`config.mk`:
```
export PLATFORM = sky130hd
export DESIGN_NAME = spi_shifter
export DESIGN_NICKNAME = d
export VERILOG_FILES = /design/src/rtl/spi_shifter_pkg.sv /design/src/rtl/spi_clkdiv.sv /design/src/rtl/spi_shifter.sv
export SDC_FILE = /design/constraint.sdc
export NUM_CORES = 1
export LEC_CHECK = 0
export BUFFER_PORTS_ARGS = -buffer_cell sky130_fd_sc_hd__buf_2
export CORE_MARGIN = 4
export CORE_UTILIZATION = 45
export CTS_CLUSTER_SIZE = 14
export DETAILED_ROUTE_END_ITERATION = 16
export GPL_TIMING_DRIVEN = 0
export PLACE_DENSITY_LB_ADDON = 0.15
export SLEW_MARGIN = 20
export SYNTH_ARGS = -nofsm -noshare
export SYNTH_HDL_FRONTEND = slang
export SYNTH_SLANG_ARGS = --single-unit
```
`constraint.sdc`:
```
create_clock -name CLK -period 5.1 [get_ports CLK]
set_input_delay 0.765 -clock CLK [delete_from_list [all_inputs] [get_ports CLK]]
set_output_delay 0.765 -clock CLK [all_outputs]
set_load 0.03 [all_outputs]
```
`src/rtl/spi_shifter_pkg.sv`:
```
// rtl/spi_shifter_pkg.sv - shared constants and helpers for the SPI byte engine
//
// Holds the FSM state encoding, the bits-per-transfer and divider-width
// constants, and the run-time half-period clamp used when the
// SPI_SHIFTER_RTDIV_EN build option is enabled.

package spi_shifter_pkg;

    // FSM state encoding; 2'd3 is unused and recovers to ST_IDLE.
    localparam logic [1:0] ST_IDLE = 2'd0;
    localparam logic [1:0] ST_LOW  = 2'd1;
    localparam logic [1:0] ST_HIGH = 2'd2;

    localparam int SPI_BITS = 8;
    localparam int DIV_W    = 4;

    // A half-period of zero cycles is meaningless, so treat it as one.
    function automatic logic [DIV_W-1:0] eff_half(input logic [DIV_W-1:0] d);
        return (d == '0) ? DIV_W'(1) : d;
    endfunction

endpackage

```
`src/rtl/spi_clkdiv.sv`:
```
// rtl/spi_clkdiv.sv - SCK half-period counter emitting a one-cycle tick
//
// Ports:
//   CLK     in   block clock
//   RST     in   asynchronous active-high reset
//   restart in   clears the count (driven on transfer accept)
//   enable  in   count only while a transfer is running
//   half    in   half-period length in CLK cycles (1..15)
//   tick    out  high on the last cycle of each half-period

module spi_clkdiv
    import spi_shifter_pkg::*;
(
    input  logic             CLK,
    input  logic             RST,
    input  logic             restart,
    input  logic             enable,
    input  logic [DIV_W-1:0] half,
    output logic             tick
);

    logic [DIV_W-1:0] cnt;

    assign tick = enable && !restart && (cnt == half - DIV_W'(1));

    // The count returns to zero on every tick so each SCK phase
    // lasts exactly 'half' cycles.
    always_ff @(posedge CLK or posedge RST) begin
        if (RST) begin
            cnt <= '0;
        end else if (restart || !enable || tick) begin
            cnt <= '0;
        end else begin
            cnt <= cnt + DIV_W'(1);
        end
    end

endmodule

```
`src/rtl/spi_shifter.sv`:
```
// rtl/spi_shifter.sv - SPI mode 0, MSB-first byte engine
//
// Shifts TXD out on SCK/MOSI while capturing MISO, then presents the
// received byte on RXD with a one-cycle DONE pulse.
//
// Ports:
//   CLK   in   block clock
//   RST   in   asynchronous active-high reset
//   START in   single-cycle request, honoured only while BUSY=0
//   TXD   in   8-bit byte to send, sampled on accept
//   MISO  in   serial data from the device
//   DIV   in   4-bit run-time half-period (only with SPI_SHIFTER_RTDIV_EN)
//   SCK   out  SPI clock, idle low
//   MOSI  out  serial data to the device
//   RXD   out  last completed received byte
//   BUSY  out  transfer in progress
//   DONE  out  one-cycle completion pulse
//
// Build option: SPI_SHIFTER_RTDIV_EN adds the DIV port; otherwise the
// half-period is the DIVIDE parameter.

module spi_shifter
    import spi_shifter_pkg::*;
#(
    parameter int         DIVIDE    = 2,
    parameter logic [7:0] RESET_RXD = 8'h00
) (
    input  logic       CLK,
    input  logic       RST,
    input  logic       START,
    input  logic [7:0] TXD,
    input  logic       MISO,
`ifdef SPI_SHIFTER_RTDIV_EN
    input  logic [3:0] DIV,
`endif
    output logic       SCK,
    output logic       MOSI,
    output logic [7:0] RXD,
    output logic       BUSY,
    output logic       DONE
);

    localparam logic [DIV_W-1:0] HALF_P = DIVIDE[DIV_W-1:0];

    logic [1:0]       state;
    logic [7:0]       shreg;
    logic [2:0]       bitcnt;
    logic [DIV_W-1:0] half;
    logic             accept;
    logic             running;
    logic             tick;

    assign accept  = (state == ST_IDLE) && START;
    assign running = (state == ST_LOW) || (state == ST_HIGH);

`ifdef SPI_SHIFTER_RTDIV_EN
    // DIV is frozen at accept so mid-transfer changes cannot stretch SCK.
    logic [DIV_W-1:0] half_q;

    always_ff @(posedge CLK or posedge RST) begin
        if (RST) begin
            half_q <= eff_half(HALF_P);
        end else if (accept) begin
            half_q <= eff_half(DIV);
        end
    end

    assign half = half_q;
`else
    assign half = HALF_P;
`endif

    spi_clkdiv u_clkdiv (
        .CLK     (CLK),
        .RST     (RST),
        .restart (accept),
        .enable  (running),
        .half    (half),
        .tick    (tick)
    );

    always_ff @(posedge CLK or posedge RST) begin
        if (RST) begin
            state  <= ST_IDLE;
            SCK    <= 1'b0;
            MOSI   <= 1'b0;
            RXD    <= RESET_RXD;
            BUSY   <= 1'b0;
            DONE   <= 1'b0;
            shreg  <= 8'h00;
            bitcnt <= 3'd0;
        end else begin
            DONE <= 1'b0;
            case (state)
                ST_IDLE: begin
                    if (START) begin
                        shreg  <= TXD;
                        MOSI   <= TXD[7];
                        BUSY   <= 1'b1;
                        bitcnt <= 3'd0;
                        state  <= ST_LOW;
                    end
                end
                ST_LOW: begin
                    // Rising SCK: capture MISO into the vacated LSB.
                    if (tick) begin
                        SCK   <= 1'b1;
                        shreg <= {shreg[6:0], MISO};
                        state <= ST_HIGH;
                    end
                end
                ST_HIGH: begin
                    // Falling SCK: either finish or present the next bit,
                    // which the rising-edge shift has already moved to bit 7.
                    if (tick) begin
                        SCK    <= 1'b0;
                        bitcnt <= bitcnt + 3'd1;
                        if (bitcnt == 3'(SPI_BITS - 1)) begin
                            RXD   <= shreg;
                            DONE  <= 1'b1;
                            BUSY  <= 1'b0;
                            MOSI  <= 1'b0;
                            state <= ST_IDLE;
                        end else begin
                            MOSI  <= shreg[7];
                            state <= ST_LOW;
                        end
                    end
                end
                default: begin
                    state <= ST_IDLE;
                    BUSY  <= 1'b0;
                    SCK   <= 1'b0;
                    MOSI  <= 1'b0;
                end
            endcase
        end
    end

endmodule

```
==> results of run 1 <==
-- state kept, by name, summed over array words and instances (netlist names) --
| name | flops |
|---|---|
| BUSY | 1 |
| DONE | 1 |
| MOSI | 1 |
| RXD | 8 |
| SCK | 1 |
| bitcnt | 3 |
| shreg | 8 |
| state | 2 |
| u_clkdiv.cnt | 4 |
-- worst paths after layout --
kind	slack, ps	to	startpoint
setup reg to reg	3130	MOSI	state[1]
max in group asynchronous	4200	RXD[0]	RST
setup / recovery	3130	MOSI	state[1]
min in group asynchronous	500	shreg[7]	RST
hold / removal	490	MOSI	MOSI
hold reg to reg	490	MOSI	MOSI
-- worst max-delay path, delay by kind of cell (launching register included) --
kind / cells / cell delay [ps]
compound gates: 1 / 370
fa+ha+maj: 1 / 340
buf+inv: 1 / 80
flops: 1 / 410
mux: 1 / 350
simple gates: 1 / 310
-- kinds of logic after synthesis --
logic type / share of synthesized area (%)
simple gates: 15.5
xor+xnor: 0.552
buf+inv: 5.68
compound gates: 15.3
fa+ha+maj: 6.31
mux: 11.0
flops: 45.7
-- cell usage in the layout, fill, tap and decap left out, types with 6 or more instances in the layout --
cell     count
o22ai_1      8
dfrtp_1     29
nor2_1       8
inv_1        8
buf_2       25
nor2b_1      9
ha_1         8
mux2_4       8
a21oi_1      6
-- where the power goes --
| part | leakage [nW] | total (mW) | internal [mW] | switching, mW |
|---|---|---|---|---|
| sequential | 0.373 | 0.331 | 0.287 | 0.0443 |
| clock | 0.0413 | 0.161 | 0.0798 | 0.0810 |
| combinational | 0.443 | 0.382 | 0.159 | 0.224 |
-- metal layers --
metal,up-vias,global-route usage [%]
li1,579,-
met1,585,21.0
met2,27,26.7
met3,4,4.16
met4,0,6.84
met5,-,0
-- metrics by stage --
| stage | hold slack (ps) | cell area [um2] | worst slack (ps) | utilization [%] | cells |
|---|---|---|---|---|---|
| finish | 488 | 1820 | 3130 | 54.2 | 219 |
| global route | 518 | 1820 | 2950 | 54.2 | 219 |
| CTS | 499 | 1820 | 3110 | 54.2 | 219 |
| detailed placement | 475 | 1750 | 3090 | 52.2 | 211 |
| global placement | 473 | 1750 | 3100 | 52.2 | 211 |
| floorplan | 459 | 1590 | 3320 | - | 143 |
-- final cells by class --
cell class,instances,area [um2],area share [%]
multi-input combinational,96,771,42.2
buffer,9,56.3,3.09
sequential,29,726,39.8
tap,46,57.6,3.16
inverter,9,33.8,1.85
timing repair buffer,22,110,6.04
clock inverter,1,5.00,0.274
clock buffer,7,65.1,3.57
==> impl_metrics.tcl, run 1 <==
set metrics [dict create \
    yosys.cell_count.top_type "dfrtp_1" \
    netlist_top_cells_count "dfrtp_1, inv_1, nor2b_1" \
    final_period_minus_worst_setup_slack_ps 1970 \
    final.fill_count 328 \
    start_util_pct 47.2 \
    h-tree-depth 2 \
    drive_above_1_share_pct 28.9 \
    fin_crit_sh_pct 38.5 \
    antenna_cells 0 \
    top_layer_used "met4" \
    synth_cell_type_count 39 \
    cts_tree "done" \
    core.rowCount 21 \
    maximum_number_of_pins_on_one_net_before_global_route_repair 30 \
    slowest_cell_on_crit_path "dfrtp_1" \
    post_synth_top_area_share_pct 45.7 \
    clock.fmax_mhz 509 \
    number_of_setup_violations_in_the_final_report 0 \
    grt_overflow 0 \
    antenna_left 0 \
    worst_pin_slew_ps 603 \
    hold_viol_final 0 \
    max-clock-path-buffers 2 \
    timing.critical_path.from_type "flip-flop" \
    cp.required_ps 5310 \
    grt_pass1_wl_um 5640 \
    synth_nets 163 \
    ctsResizeCount 0 \
    worst_skew_pair.late_latency_ps 320 \
    synth_seq_cells 29 \
    cts_setup_buffers 0 \
    path_type_of_the_worst_min_delay_path "reg -> reg" \
    clk_transition_reported_paths_ps 100 \
    timing_worst_setup_path_type "reg -> reg" \
    sequential_element_share_of_the_synthesized_area_pct 45.7 \
    die_area_um2 4540 \
    holdPathStages 1 \
    synth_area_um2 1590 \
    critical_path.max_fanout 6 \
    worst-endpoint-arrival_ps 2180 \
    detail_route.wl_per_cell_um 14.9 \
    detailedPlacementHpwl_um 2300 \
    syn_inst 143 \
    m1WireLength_um 1490 \
    floorplan.die.height_um 67.4 \
    finClkSkew_ps 5.26 \
    vias 1195 \
    port-buffer-count 22 \
    post_synth_main_area_contributors "dfrtp_1, mux2_4, ha_1, nor2b_1, o22ai_1" \
    via_per_inst 5.46 \
    cp_cell_sequence "inv_1 -> ha_1 -> nand4bb_1 -> a211oi_2 -> mux2_1" \
    first_iter_violations 83 \
    timing.max_slew.rel_slack_pct 59.7 \
    die-width_um 67.4 \
    max-cap-violations 0 \
    ys_dominant_reg_cell "dfrtp_1" \
    cp-end-kind "flip-flop" \
    run_status "finished, final reports clean" \
    yosys_warnings 0 \
    overall_global_routing_usage_pct 16.5 \
    worst_r2r_path_depth 5 \
    rsz0062_at_grt "no" \
    power.leakage_nw 0.857 \
    synth_top_cell_by_area "dfrtp_1" \
    numClockSinks 29 \
    area_delta_synth_final_pct 15.0 \
    vdd_ir_drop_max_uv 253 \
    avgSynthCellArea_um2 11.1 \
    final_net_count 192 \
    total_power_mw 0.875 \
    met3_wirelength_um 150 \
    globalplace.congestion 0.759 \
    ys_async_sr_fraction_pct 100 \
    antenna_found_initial 0 \
    dr_wl_met2_um 1590 \
    fin_tns_setup_ps 0 \
    grt_pass1_vias 1236 \
    critPathMaxStageDelay_ps 410 \
    hold_buffers 0 \
    placeableCoreArea_um2 3360 \
    clock_root_buffer_master "clkbuf_4" \
    route.final.wire_length_um 3260 \
    synth_edf_count 0 \
    final_max_tran_viols 0 \
    detailedRoute.firstPassIterationCount 4 \
    power.density_nw_per_um2 479 \
    cts_made_buffers 5 \
    route.detailed.drc 0 \
    boundaryPins 24 \
]
Note: power is estimated with default switching activity, not from simulation.
==> inputs of run 2 (changes only) <==
==> constraint.sdc (replaced) <==
create_clock -name CLK -period 1.9 [get_ports CLK]
set_input_delay 0.285 -clock CLK [delete_from_list [all_inputs] [get_ports CLK]]
set_output_delay 0.285 -clock CLK [all_outputs]
set_load 0.03 [all_outputs]
==> impl_metrics.tcl, run 2 (synthesis gave the netlist of run 1 again) <==
set metrics [dict create \
    detailedRoute.firstPassIterationCount 4 \
    worst-endpoint-arrival_ps 2050 \
    timing.critical_path.max_delay_family "flip-flops" \
    die_area_um2 4540 \
    final_net_count 195 \
    finClkSkew_ps 5.24 \
    core.rowCount 21 \
    h-tree-depth 2 \
    max-clock-path-buffers 2 \
    ff2ff_setup_slack_ps 70 \
    die-width_um 67.4 \
    run_status "finished, final reports clean" \
    overall_global_routing_usage_pct 16.5 \
    final.fill_count 323 \
    clock.fmax_mhz 547 \
    placeableCoreArea_um2 3360 \
    vdd_ir_drop_max_uv 734 \
    worst_skew_pair.late_latency_ps 320 \
    comb_power_share_pct 46.0 \
    worst_r2r_path_depth 5 \
    detailedPlacementHpwl_um 2300 \
    hold_buffers 0 \
    cts_tree "done" \
    cp_cell_sequence "inv_1 -> ha_4 -> nand4bb_2 -> a211oi_2 -> mux2_1" \
    route.detailed.drc 0 \
    critPathMaxStageDelay_ps 390 \
    start_util_pct 47.2 \
    slowest_cell_on_crit_path "dfrtp_1" \
    clk_transition_reported_paths_ps 100 \
    drive_above_1_share_pct 33.0 \
    max-cap-violations 0 \
    r2r_startpoint "state[1]" \
    grt_pass1_vias 1238 \
    power_frac_seq_pct 36.2 \
    route.final.wire_length_um 3300 \
    cp-end-kind "flip-flop" \
    clock_power_share_pct 17.8 \
    reg2reg_end "MOSI" \
    rsz0062_at_grt "no" \
    timing.max_slew.rel_slack_pct 59.7 \
    internal-power_mw 1.48 \
    fin_crit_sh_pct 96.3 \
    timing.critical_path.from_type "flip-flop" \
    grt_overflow 0 \
    area_delta_synth_final_pct 18.3 \
    final_max_tran_viols 0 \
    antenna_found_initial 0 \
    via_per_inst 5.46 \
    final_period_minus_worst_setup_slack_ps 1830 \
    timing_worst_setup_path_type "reg -> reg" \
    global_route.usage.met1_pct 21.1 \
    boundaryPins 24 \
    most_frequent_standard_cell_in_the_layout_excluding_fill_and_tap_cells "dfrtp_1" \
    fin_hold_ws_ps 21.6 \
    worst_pin_slew_ps 604 \
    numClockSinks 29 \
    grt_use_met2_pct 26.7 \
    maximum_number_of_pins_on_one_net_before_global_route_repair 30 \
    cts_made_buffers 5 \
    seq_area_um2 726 \
    path_type_of_the_worst_min_delay_path "in -> async" \
    port-buffer-count 22 \
    fin_tns_setup_ps 0 \
    hold_viol_final 0 \
    reg_top3 "RXD x8, shreg x8, u_clkdiv.cnt x4" \
    grt_util_met3_pct 4.16 \
    grt.busiest_layer "met2" \
    power.density_nw_per_um2 1300 \
    layout.cells.most_common_list "dfrtp_1, buf_2, nor2b_1" \
    vias 1212 \
    power_switching_share_pct 39.6 \
    multi_input_area_um2 797 \
    antenna_left 0 \
    floorplan.die.height_um 67.4 \
    antenna_cells 0 \
    first_iter_violations 87 \
    grt_pass1_wl_um 5660 \
    total_switching_power_mw 0.967 \
    worst-path-buf-inv 1 \
    power.leakage_nw 0.879 \
    clock_root_buffer_master "clkbuf_4" \
    globalplace.congestion 0.759 \
    number_of_setup_violations_in_the_final_report 0 \
    detail_route.wl_per_cell_um 14.9 \
    cp.required_ps 2120 \
    critical_path.max_fanout 6 \
]
run 2: stage by stage:
step	instances	utilization [%]	setup slack [ps]	total power, mW	cell area (um2)
floorplan	143	-	209	1.68	1590
global placement	211	52.2	-34.5	1.89	1750
detailed placement	211	52.2	-72.3	1.93	1750
CTS	219	54.4	6.05	2.38	1830
global route	222	55.8	3.00	2.64	1880
finish	222	55.8	71.2	2.44	1880
run 2: cell type report:
cell class | count | share of cell area [%]
Buffer | 9 | 3.20
Clock inverter | 1 | 0.267
Timing Repair Buffer | 25 | 7.07
Tap cell | 46 | 3.07
Clock buffer | 7 | 3.47
Sequential cell | 29 | 38.7
Multi-Input combinational cell | 96 | 42.5
Inverter | 9 | 1.80
run 2: how the worst max path moves through the flow:
stage / to / from / slack [ps] / depth (start not counted)
CTS: state[0] / state[0] / 6 / 6
floorplan: state[0] / state[0] / 210 / 6
detailed placement: MOSI / state[0] / -70 / 5
global route: bitcnt[2] / state[0] / 3 / 7
finish: MOSI / state[1] / 70 / 5
global placement: MOSI / state[0] / -30 / 5
run 2: power by group through the flow:
stage | logic, mW | clock network [mW] | registers, mW
after detailed placement | 1.02 | 0 | 0.904
final | 1.12 | 0.435 | 0.885
after global routing | 1.25 | 0.480 | 0.906
after floorplan | 0.765 | 0 | 0.916
after global placement | 1.00 | 0 | 0.893
after CTS | 1.04 | 0.447 | 0.891
run 2: layer usage:
metal	part of all wire [%]	vias up	wire, um
met3	4.0	4	132
met2	48	22	1600
met1	46	603	1540
met4	1.0	0	33
li1	-	583	-
met5	0	-	0
run 2: worst register-to-register path: stages, from the launching register on:
cell,delay [ps]
dfrtp_1,390
inv_1,100
ha_4,300
nand4bb_2,240
a211oi_2,350
mux2_1,350
run 2: repair_timing:
| action | 4_1_cts | 5_1_grt |
|---|---|---|
| gates cloned | 0 | 0 |
| setup endpoints to repair | 10 | 20 |
| resized for setup | 1 | 6 |
| pin swaps | 0 | 0 |
| buffers inserted | 0 | 3 |
